--- src/rtl/mm_fpu_rr_arbiter.sv ---
// Round-robin front end that shares one fully pipelined FP ALU between N_REQ requesters.
// A tag pipe tracks which requester owns each in-flight op so its result can be steered back.
module mm_fpu_rr_arbiter #(
  parameter int N_REQ   = 4,
  parameter int DATA_W  = 32,
  parameter int OP_W    = 3,
  parameter int LATENCY = 4
) (
  input  logic                    i_clk,
  input  logic                    i_reset,
  input  logic                    i_hold,
  input  logic [N_REQ-1:0]        i_req_valid,
  input  logic [N_REQ*DATA_W-1:0] i_req_a,
  input  logic [N_REQ*DATA_W-1:0] i_req_b,
  input  logic [N_REQ*OP_W-1:0]   i_req_op,
  output logic [N_REQ-1:0]        o_req_ready,
  output logic                    o_alu_valid,
  output logic [DATA_W-1:0]       o_alu_a,
  output logic [DATA_W-1:0]       o_alu_b,
  output logic [OP_W-1:0]         o_alu_op,
  input  logic [DATA_W-1:0]       i_alu_result,
  output logic [N_REQ-1:0]        o_rsp_valid,
  output logic [DATA_W-1:0]       o_rsp_data,
  output logic                    o_busy
);

  localparam int IDX_W = (N_REQ > 1) ? $clog2(N_REQ) : 1;

  logic [IDX_W-1:0]  rr_ptr_q, rr_ptr_d;
  logic              alu_valid_q, alu_valid_d;
  logic [DATA_W-1:0] alu_a_q, alu_a_d;
  logic [DATA_W-1:0] alu_b_q, alu_b_d;
  logic [OP_W-1:0]   alu_op_q, alu_op_d;
  logic [IDX_W-1:0]  alu_idx_q, alu_idx_d;
  logic [LATENCY-1:0] tag_vld_q, tag_vld_d;
  logic [IDX_W-1:0]  tag_idx_q [LATENCY];
  logic [IDX_W-1:0]  tag_idx_d [LATENCY];
  logic [N_REQ-1:0]  rsp_valid_q, rsp_valid_d;
  logic [DATA_W-1:0] rsp_data_q, rsp_data_d;

  logic              win_found;
  logic [IDX_W-1:0]  win_idx;
  logic [IDX_W:0]    scan_pos;
  logic              hs;

  // Handshake: requester i transfers a/b/op on a rising edge where
  // i_req_valid[i] & o_req_ready[i]. Ready is one-hot or zero, never depends on
  // responses, and is forced low while holding or in reset. Responses have no
  // back-pressure: o_rsp_valid must be accepted the cycle it is shown.
  always_comb begin
    win_found = 1'b0;
    win_idx   = '0;
    scan_pos  = '0;
    for (int k = 0; k < N_REQ; k++) begin
      scan_pos = {1'b0, rr_ptr_q} + (IDX_W+1)'(k);
      if (scan_pos >= (IDX_W+1)'(N_REQ)) begin
        scan_pos = scan_pos - (IDX_W+1)'(N_REQ);
      end
      for (int j = 0; j < N_REQ; j++) begin
        if (!win_found && (scan_pos == (IDX_W+1)'(j)) && i_req_valid[j]) begin
          win_found = 1'b1;
          win_idx   = IDX_W'(j);
        end
      end
    end
  end

  assign hs = win_found & ~i_hold & ~i_reset;

  always_comb begin
    o_req_ready = '0;
    for (int j = 0; j < N_REQ; j++) begin
      o_req_ready[j] = hs && (win_idx == IDX_W'(j));
    end
  end

  // Issue register: operands are captured only on a handshake and otherwise held.
  always_comb begin
    alu_valid_d = hs;
    alu_a_d     = alu_a_q;
    alu_b_d     = alu_b_q;
    alu_op_d    = alu_op_q;
    alu_idx_d   = alu_idx_q;
    rr_ptr_d    = rr_ptr_q;
    if (hs) begin
      alu_idx_d = win_idx;
      rr_ptr_d  = (win_idx == IDX_W'(N_REQ-1)) ? '0 : win_idx + IDX_W'(1);
      for (int j = 0; j < N_REQ; j++) begin
        if (win_idx == IDX_W'(j)) begin
          alu_a_d  = i_req_a[j*DATA_W +: DATA_W];
          alu_b_d  = i_req_b[j*DATA_W +: DATA_W];
          alu_op_d = i_req_op[j*OP_W +: OP_W];
        end
      end
    end
  end

  // Tag pipe: the last stage is valid in the same cycle as the matching ALU result.
  always_comb begin
    tag_vld_d    = '0;
    tag_vld_d[0] = alu_valid_q;
    tag_idx_d[0] = alu_idx_q;
    for (int i = 1; i < LATENCY; i++) begin
      tag_vld_d[i] = tag_vld_q[i-1];
      tag_idx_d[i] = tag_idx_q[i-1];
    end
  end

  always_comb begin
    rsp_valid_d = '0;
    rsp_data_d  = rsp_data_q;
    if (tag_vld_q[LATENCY-1]) begin
      rsp_data_d = i_alu_result;
      for (int j = 0; j < N_REQ; j++) begin
        rsp_valid_d[j] = (tag_idx_q[LATENCY-1] == IDX_W'(j));
      end
    end
  end

  always_ff @(posedge i_clk) begin
    if (i_reset) begin
      rr_ptr_q    <= '0;
      alu_valid_q <= 1'b0;
      alu_a_q     <= '0;
      alu_b_q     <= '0;
      alu_op_q    <= '0;
      alu_idx_q   <= '0;
      tag_vld_q   <= '0;
      for (int i = 0; i < LATENCY; i++) begin
        tag_idx_q[i] <= '0;
      end
      rsp_valid_q <= '0;
      rsp_data_q  <= '0;
    end else begin
      rr_ptr_q    <= rr_ptr_d;
      alu_valid_q <= alu_valid_d;
      alu_a_q     <= alu_a_d;
      alu_b_q     <= alu_b_d;
      alu_op_q    <= alu_op_d;
      alu_idx_q   <= alu_idx_d;
      tag_vld_q   <= tag_vld_d;
      for (int i = 0; i < LATENCY; i++) begin
        tag_idx_q[i] <= tag_idx_d[i];
      end
      rsp_valid_q <= rsp_valid_d;
      rsp_data_q  <= rsp_data_d;
    end
  end

  assign o_alu_valid = alu_valid_q;
  assign o_alu_a     = alu_a_q;
  assign o_alu_b     = alu_b_q;
  assign o_alu_op    = alu_op_q;
  assign o_rsp_valid = rsp_valid_q;
  assign o_rsp_data  = rsp_data_q;
  assign o_busy      = alu_valid_q | (|tag_vld_q) | (|rsp_valid_q);

endmodule

--- config.mk ---
export PLATFORM = sky130hd
export DESIGN_NAME = mm_fpu_rr_arbiter
export DESIGN_NICKNAME = d
export VERILOG_FILES = /design/src/rtl/mm_fpu_rr_arbiter.sv
export SDC_FILE = /design/constraint.sdc
export NUM_CORES = 1
export LEC_CHECK = 0
export CAP_MARGIN = 20
export CORE_AREA = 2 2 160 162
export DETAILED_ROUTE_END_ITERATION = 16
export DIE_AREA = 0 0 162 164
export HOLD_SLACK_MARGIN = 0.03
export PLACE_DENSITY = 0.66
export SYNTH_ARGS = -nofsm -noshare
export SYNTH_HDL_FRONTEND = slang
export SYNTH_SLANG_ARGS = --single-unit
export TNS_END_PERCENT = 5
--- constraint.sdc ---
create_clock -name i_clk -period 3.8 [get_ports i_clk]
set_clock_uncertainty 0.05 [all_clocks]
set_input_delay 0.38 -clock i_clk [delete_from_list [all_inputs] [get_ports i_clk]]
set_output_delay 0.38 -clock i_clk [all_outputs]
set_load 0.005 [all_outputs]
==> impl_metrics.tcl, run 1 <==
set metrics [dict create \
    outcome "complete, no violations" \
    power.density_mw_per_mm2 375 \
    critPathCapture "o_req_ready[1]" \
    grt_start_max_net_pins 89 \
    gp_congestion 0.792 \
    worst_slew_margin_rel_pct 33.6 \
    crit_start "i_req_valid[0]" \
    cp_data_arrival_time_ns 2.75 \
    final_cell_area_mm2 0.0115 \
    postCtsSetupRepairBufs 0 \
    path_common_cell "clkdlybuf4s50_1" \
    synth-seq-cells 120 \
    cts.htree.levels 4 \
    place_hpwl_um 18600 \
    synth-async-reset-ratio_pct 0 \
    drv_slew 0 \
    clk_pin_slew_ns 0.06 \
    grt_use_total_pct 17.6 \
    regArea_mm2 0.00240 \
    ff2ff_path_depth 10 \
    drt_iter0_markers 260 \
    cts-buffers-inserted 17 \
    antenna_left 0 \
    grt_antenna_before_repair 0 \
    final.min_clock_period_ns 3.18 \
    area_growth_pct 77.2 \
    dieHeight_um 164 \
    cts-resized-gates 0 \
    drive_above_1_share_pct 7.82 \
    start_util_pct 26.1 \
    via_per_inst 4.61 \
    firstDrtPassIters 4 \
    worstReg2RegStart "rr_ptr_q[0]" \
    power_leakage_uw 0.00392 \
    grt_pass1_vias 6644 \
    n_antenna_cell 0 \
    ys_types 33 \
    maxCapViolations 0 \
    slowest_delay_ns 0.49 \
    tritoncts "done" \
    startpoint_type "input pin" \
    place_area_mm2 0.0109 \
    ys_seq_area_share_pct 37.1 \
    cp_max_fo 10 \
    rsz0062_at_grt "no" \
    drt_wl_total_um 24300 \
    rows 58 \
    drcViolationCount 0 \
    clock-sinks 120 \
    hp-class "in2reg" \
    syn_area_per_cell_um2 9.02 \
    crit_required_ns 3.37 \
    clk_root_buffer_cell "clkbuf_16" \
    ys_warn_count 0 \
    syn-cell-area_mm2 0.00648 \
    fmax_mhz 315 \
    worstSetupEndpointType "output port" \
    boundaryPins 416 \
    post-route-period-util_pct 83.6 \
    worstSetupPathType "in2out" \
    reg2reg_to "o_alu_b[26]" \
    setup_viol 0 \
    fin_nets 1410 \
    hold_viol 0 \
    rrSetupSlack_ns 1.00 \
    total_power_uw 4310 \
    port_buffers 415 \
    hold_start "i_reset" \
    vdd_drop_max_mv 0.238 \
    wl_per_cell_um 16.8 \
    die-width_um 162 \
    fp.dieArea_mm2 0.0266 \
    tns_ns 0 \
    critPathSlowestCell "clkdlybuf4s50_1" \
    holdBufCountCts 0 \
    synth_top_area_cell "dfxtp_1" \
    cts_buffer_depth 2 \
    yosys-top-cells-area "dfxtp_1 (37%), mux2i_1 (26%), a211oi_2 (5.8%)" \
    synthFlopType "dfxtp_1" \
    worst-slew-pin-transition_ns 0.996 \
    clock_latency_ns 0.41 \
    num_vias 6653 \
    coreArea_mm2 0.0248 \
    multi_input_area_mm2 0.00375 \
    grt_pass1_wl_um 36100 \
    fill_cells 2438 \
    grt.overflow.total 0 \
    synth.top_cells.by_count "mux2i_1 (166), dfxtp_1 (120), nand2_1 (73)" \
    synth_enable_flop_cells 0 \
    synth_cells 718 \
    yosysTopAreaCellShare_pct 37.1 \
    yosysMostFrequentCell "mux2i_1" \
    synth_nets 1028 \
    path_cells "clkdlybuf4s50_1 > nor2b_1 > a21oi_1 > nor2_1 > a211o_1 > inv_1 > ha_4 > buf_4 > and2_1 > clkdlybuf4s50_1" \
]
## critical path, delay by kind of cell
| kind | cells | cell delay (ns) |
|---|---|---|
| buffers and inverters | 4 | 1.32 |
| adder cells (fa/ha/maj) | 1 | 0.18 |
| AND/OR/NAND/NOR | 3 | 0.36 |
| AO/OA/AOI/OAI | 2 | 0.48 |
## where the power goes
part	internal, uW	switching [uW]
registers	1350	46.1
logic	734	618
clock network	874	690
total	2950	1350
## cell usage in the layout (no fill, tap or decap), types with 2 or more instances in the layout
cell type / n
o22ai_1: 2
a211oi_2: 30
buf_4: 13
dfxtp_1: 119
o21ai_0: 68
clkinvlp_4: 3
nand2b_1: 2
buf_12: 4
nor2b_1: 14
inv_8: 6
a21oi_1: 69
mux2i_1: 166
clkbuf_16: 17
nand2_1: 73
nor2_1: 39
o21ai_1: 3
ha_4: 2
and2_1: 3
a211oi_1: 37
clkdlybuf4s50_1: 414
nor3_1: 3
inv_6: 4
inv_1: 5
## cell families after synthesis
logic type	Yosys count	synth area share, %
buffers and inverters	74	5.70
multiplexers	166	25.6
AO/OA/AOI/OAI	214	21.7
adder cells (fa/ha/maj)	3	0.579
flip-flops	120	37.1
AND/OR/NAND/NOR	141	9.27
## per-layer routing
| layer | wire (um) | global-route usage, % | vias to the layer above |
|---|---|---|---|
| met5 | 0 | 0 | - |
| li1 | - | - | 3354 |
| met4 | 493 | 5.59 | 0 |
| met2 | 12100 | 31.7 | 285 |
| met1 | 9660 | 19.6 | 2989 |
| met3 | 2030 | 5.73 | 25 |
## sequential cells by signal, summed over array words and instances, names as in the netlist
name and cells:
o_rsp_data 32, tag_idx_q 8, alu_idx_q 2, o_alu_a 32, o_alu_valid 1, o_rsp_valid 4
o_alu_op 3, rr_ptr_q 2, o_alu_b 32, tag_vld_q 4
## final cells by class
cell class              count  area share [%]
multi-input cells         524            32.6
clock buffers              17            3.70
clock inverters            15            1.31
inverters                   6           0.196
well taps                 330            3.60
repair buffers            431            37.6
flip-flops and latches    120            20.9
## how the worst min path moves through the flow
stage | endpoint | slack (ns) | depth (start not counted)
after floorplan | tag_idx_q[1][0] | 0.36 | 1
after global placement | tag_idx_q[1][0] | 0.37 | 1
after detailed placement | tag_idx_q[2][1] | 0.38 | 1
after CTS | rr_ptr_q[0] | 0.30 | 3
after global routing | rr_ptr_q[0] | 0.33 | 3
final | rr_ptr_q[0] | 0.33 | 3
## metrics by stage
step                util (%)  std cells  hold WS, ns  worst slack (ns)
floorplan                  -        718        0.364              1.36
global placement        44.0       1411        0.370             0.581
detailed placement      44.0       1411        0.376             0.482
CTS                     46.3       1443        0.298             0.603
global route            46.3       1443        0.332             0.464
finish                  46.3       1443        0.327             0.623
No activity file was read; power rests on OpenSTA's default activity.
==> inputs of run 2 (changes only) <==
CORE_AREA = 2 2 162 164   (was 2 2 160 162)
DIE_AREA = 0 0 164 166   (was 0 0 162 164)
PLACE_DENSITY = 0.65   (was 0.66)
clock period = 3 ns   (was 3.8 ns; I/O delays follow)
==> impl_metrics.tcl, run 2 (synthesized netlist as in run 1, its figures left out) <==
set metrics [dict create \
    drv_slew 0 \
    via_per_inst 4.61 \
    dieHeight_um 166 \
    maxCapViolations 0 \
    dp_cells 1428 \
    boundaryPins 416 \
    total_power_uw 5660 \
    n_antenna_cell 0 \
    grt_pass1_wl_um 37300 \
    firstDrtPassIters 4 \
    mostFrequentLayoutCells "clkdlybuf4s50_1 (414), mux2i_1 (166), dfxtp_1 (118)" \
    post-place-ws_ns -0.0893 \
    hp-class "in2reg" \
    drt_wl_total_um 25100 \
    clk_pin_slew_ns 0.06 \
    post-route-period-util_pct 92.9 \
    fmax_mhz 359 \
    worst-slew-pin-transition_ns 0.783 \
    p_seq_share_pct 31.2 \
    tritoncts "done" \
    p_int_uw 4030 \
    worstReg2RegStart "rr_ptr_q[0]" \
    area_growth_pct 80.3 \
    grt.overflow.total 0 \
    place_hpwl_um 19600 \
    wl_per_cell_um 17.2 \
    worst_slew_margin_rel_pct 47.8 \
    clock-sinks 120 \
    drcViolationCount 0 \
    drive_above_1_share_pct 8.80 \
    hold_start "i_reset" \
    clock_latency_ns 0.41 \
    stdcell_count 1460 \
    min_to "rr_ptr_q[0]" \
    rows 59 \
    hold_viol 0 \
    cp_max_fo 5 \
    ff2ff_path_depth 12 \
    coreArea_mm2 0.0256 \
    reg2reg_to "o_alu_b[1]" \
    fin_nets 1422 \
    holdBufCountCts 0 \
    port_buffers 415 \
    comb_power_share_pct 31.4 \
    cts_buffer_depth 2 \
    postCtsSetupRepairBufs 0 \
    gp_congestion 0.817 \
    setup_viol 0 \
    vdd_drop_max_mv 0.322 \
    fp.dieArea_mm2 0.0272 \
    clockPowerShare_pct 37.4 \
    power.density_mw_per_mm2 485 \
    grt_antenna_before_repair 1 \
    clk_root_buffer_cell "clkbuf_16" \
    num_vias 6737 \
    tns_ns 0 \
    layout_commonest_cell "clkdlybuf4s50_1" \
    startpoint_type "flip-flop" \
    rrSetupSlack_ns 0.37 \
    switching_power_uw 1630 \
    power_leakage_uw 0.00401 \
    outcome "complete, no violations" \
    cts-buffers-inserted 17 \
    antenna_left 0 \
    grt_start_max_net_pins 77 \
    start_util_pct 25.3 \
    worstSetupPathType "reg2out" \
    rsz0062_at_grt "no" \
    cts.htree.levels 4 \
    grt_use_total_pct 17.7 \
    worstSetupEndpointType "output port" \
    grt_pass1_vias 6733 \
    cts-resized-gates 0 \
    drt_iter0_markers 245 \
    die-width_um 164 \
    final.min_clock_period_ns 2.79 \
    swShare_pct 28.9 \
    worst_slack_ns 0.214 \
    worstHoldPathCells 3 \
    crit_required_ns 2.65 \
    cp_data_arrival_time_ns 2.44 \
]
==> run 2: changes by cell type in the layout (fill, tap and decap cells not counted), sizes merged <==
cell,delta
clkinvlp,-1
clkbuf,+2
bufinv,+3
buf,+12
inv,-6
clkinv,+2
==> run 2: worst max-delay path by stage <==
stage,startpoint,to,slack [ns],depth (start not counted)
3_5_place_dp,i_req_valid[0],o_alu_b[1],-0.09,13
3_3_place_gp,i_req_valid[0],o_alu_b[1],-0.07,13
6_report,rr_ptr_q[0],o_req_ready[1],0.21,8
2_1_floorplan,rr_ptr_q[0],o_alu_a[10],0.62,13
5_1_grt,rr_ptr_q[0],o_req_ready[1],0.05,8
4_1_cts,rr_ptr_q[0],o_req_ready[1],0.08,8
==> run 2: metrics by stage <==
step	hold WS, ns	instance area [um2]	utilization, %
finish	0.261	11700	45.6
CTS	0.252	11700	45.6
floorplan	0.364	6480	-
detailed placement	0.378	11100	43.2
global route	0.263	11700	45.6
global placement	0.370	11100	43.2
==> run 2: metal layers <==
layer / wire length, um / track usage (%) / up-vias
li1: - / - / 3363
met1: 9870 / 19.5 / 3062
met3: 2040 / 5.42 / 32
met5: 13 / 0 / -
met4: 467 / 5.15 / 2
met2: 12700 / 32.3 / 278
==> run 2: layout make-up <==
class / count / area [um2]
clock inverters: 13 / 168
clock buffers: 19 / 443
inverters: 6 / 22.5
repair buffers: 443 / 4470
multi-input cells: 524 / 3750
fillers: 2501 / 13900
well taps: 335 / 419
flip-flops and latches: 120 / 2400
==> run 2: power by group through the flow <==
| stage | Combinational, uW | Clock [uW] | Sequential, uW |
|---|---|---|---|
| 2_1_floorplan | 852 | 0 | 1800 |
| 3_3_place_gp | 1790 | 0 | 1790 |
| 6_report | 1780 | 2120 | 1760 |
| 5_1_grt | 1930 | 2260 | 1780 |
| 4_1_cts | 1810 | 2190 | 1760 |
| 3_5_place_dp | 1800 | 0 | 1800 |
==> run 2: worst max-delay path, cell delays in order (launching register included) <==
cell             delay, ns
dfxtp_2               0.38
nor2b_1               0.08
a21oi_1               0.12
nor2_1                0.05
a211o_1               0.36
inv_1                 0.14
ha_4                  0.20
and2_1                0.15
clkdlybuf4s50_1       0.55
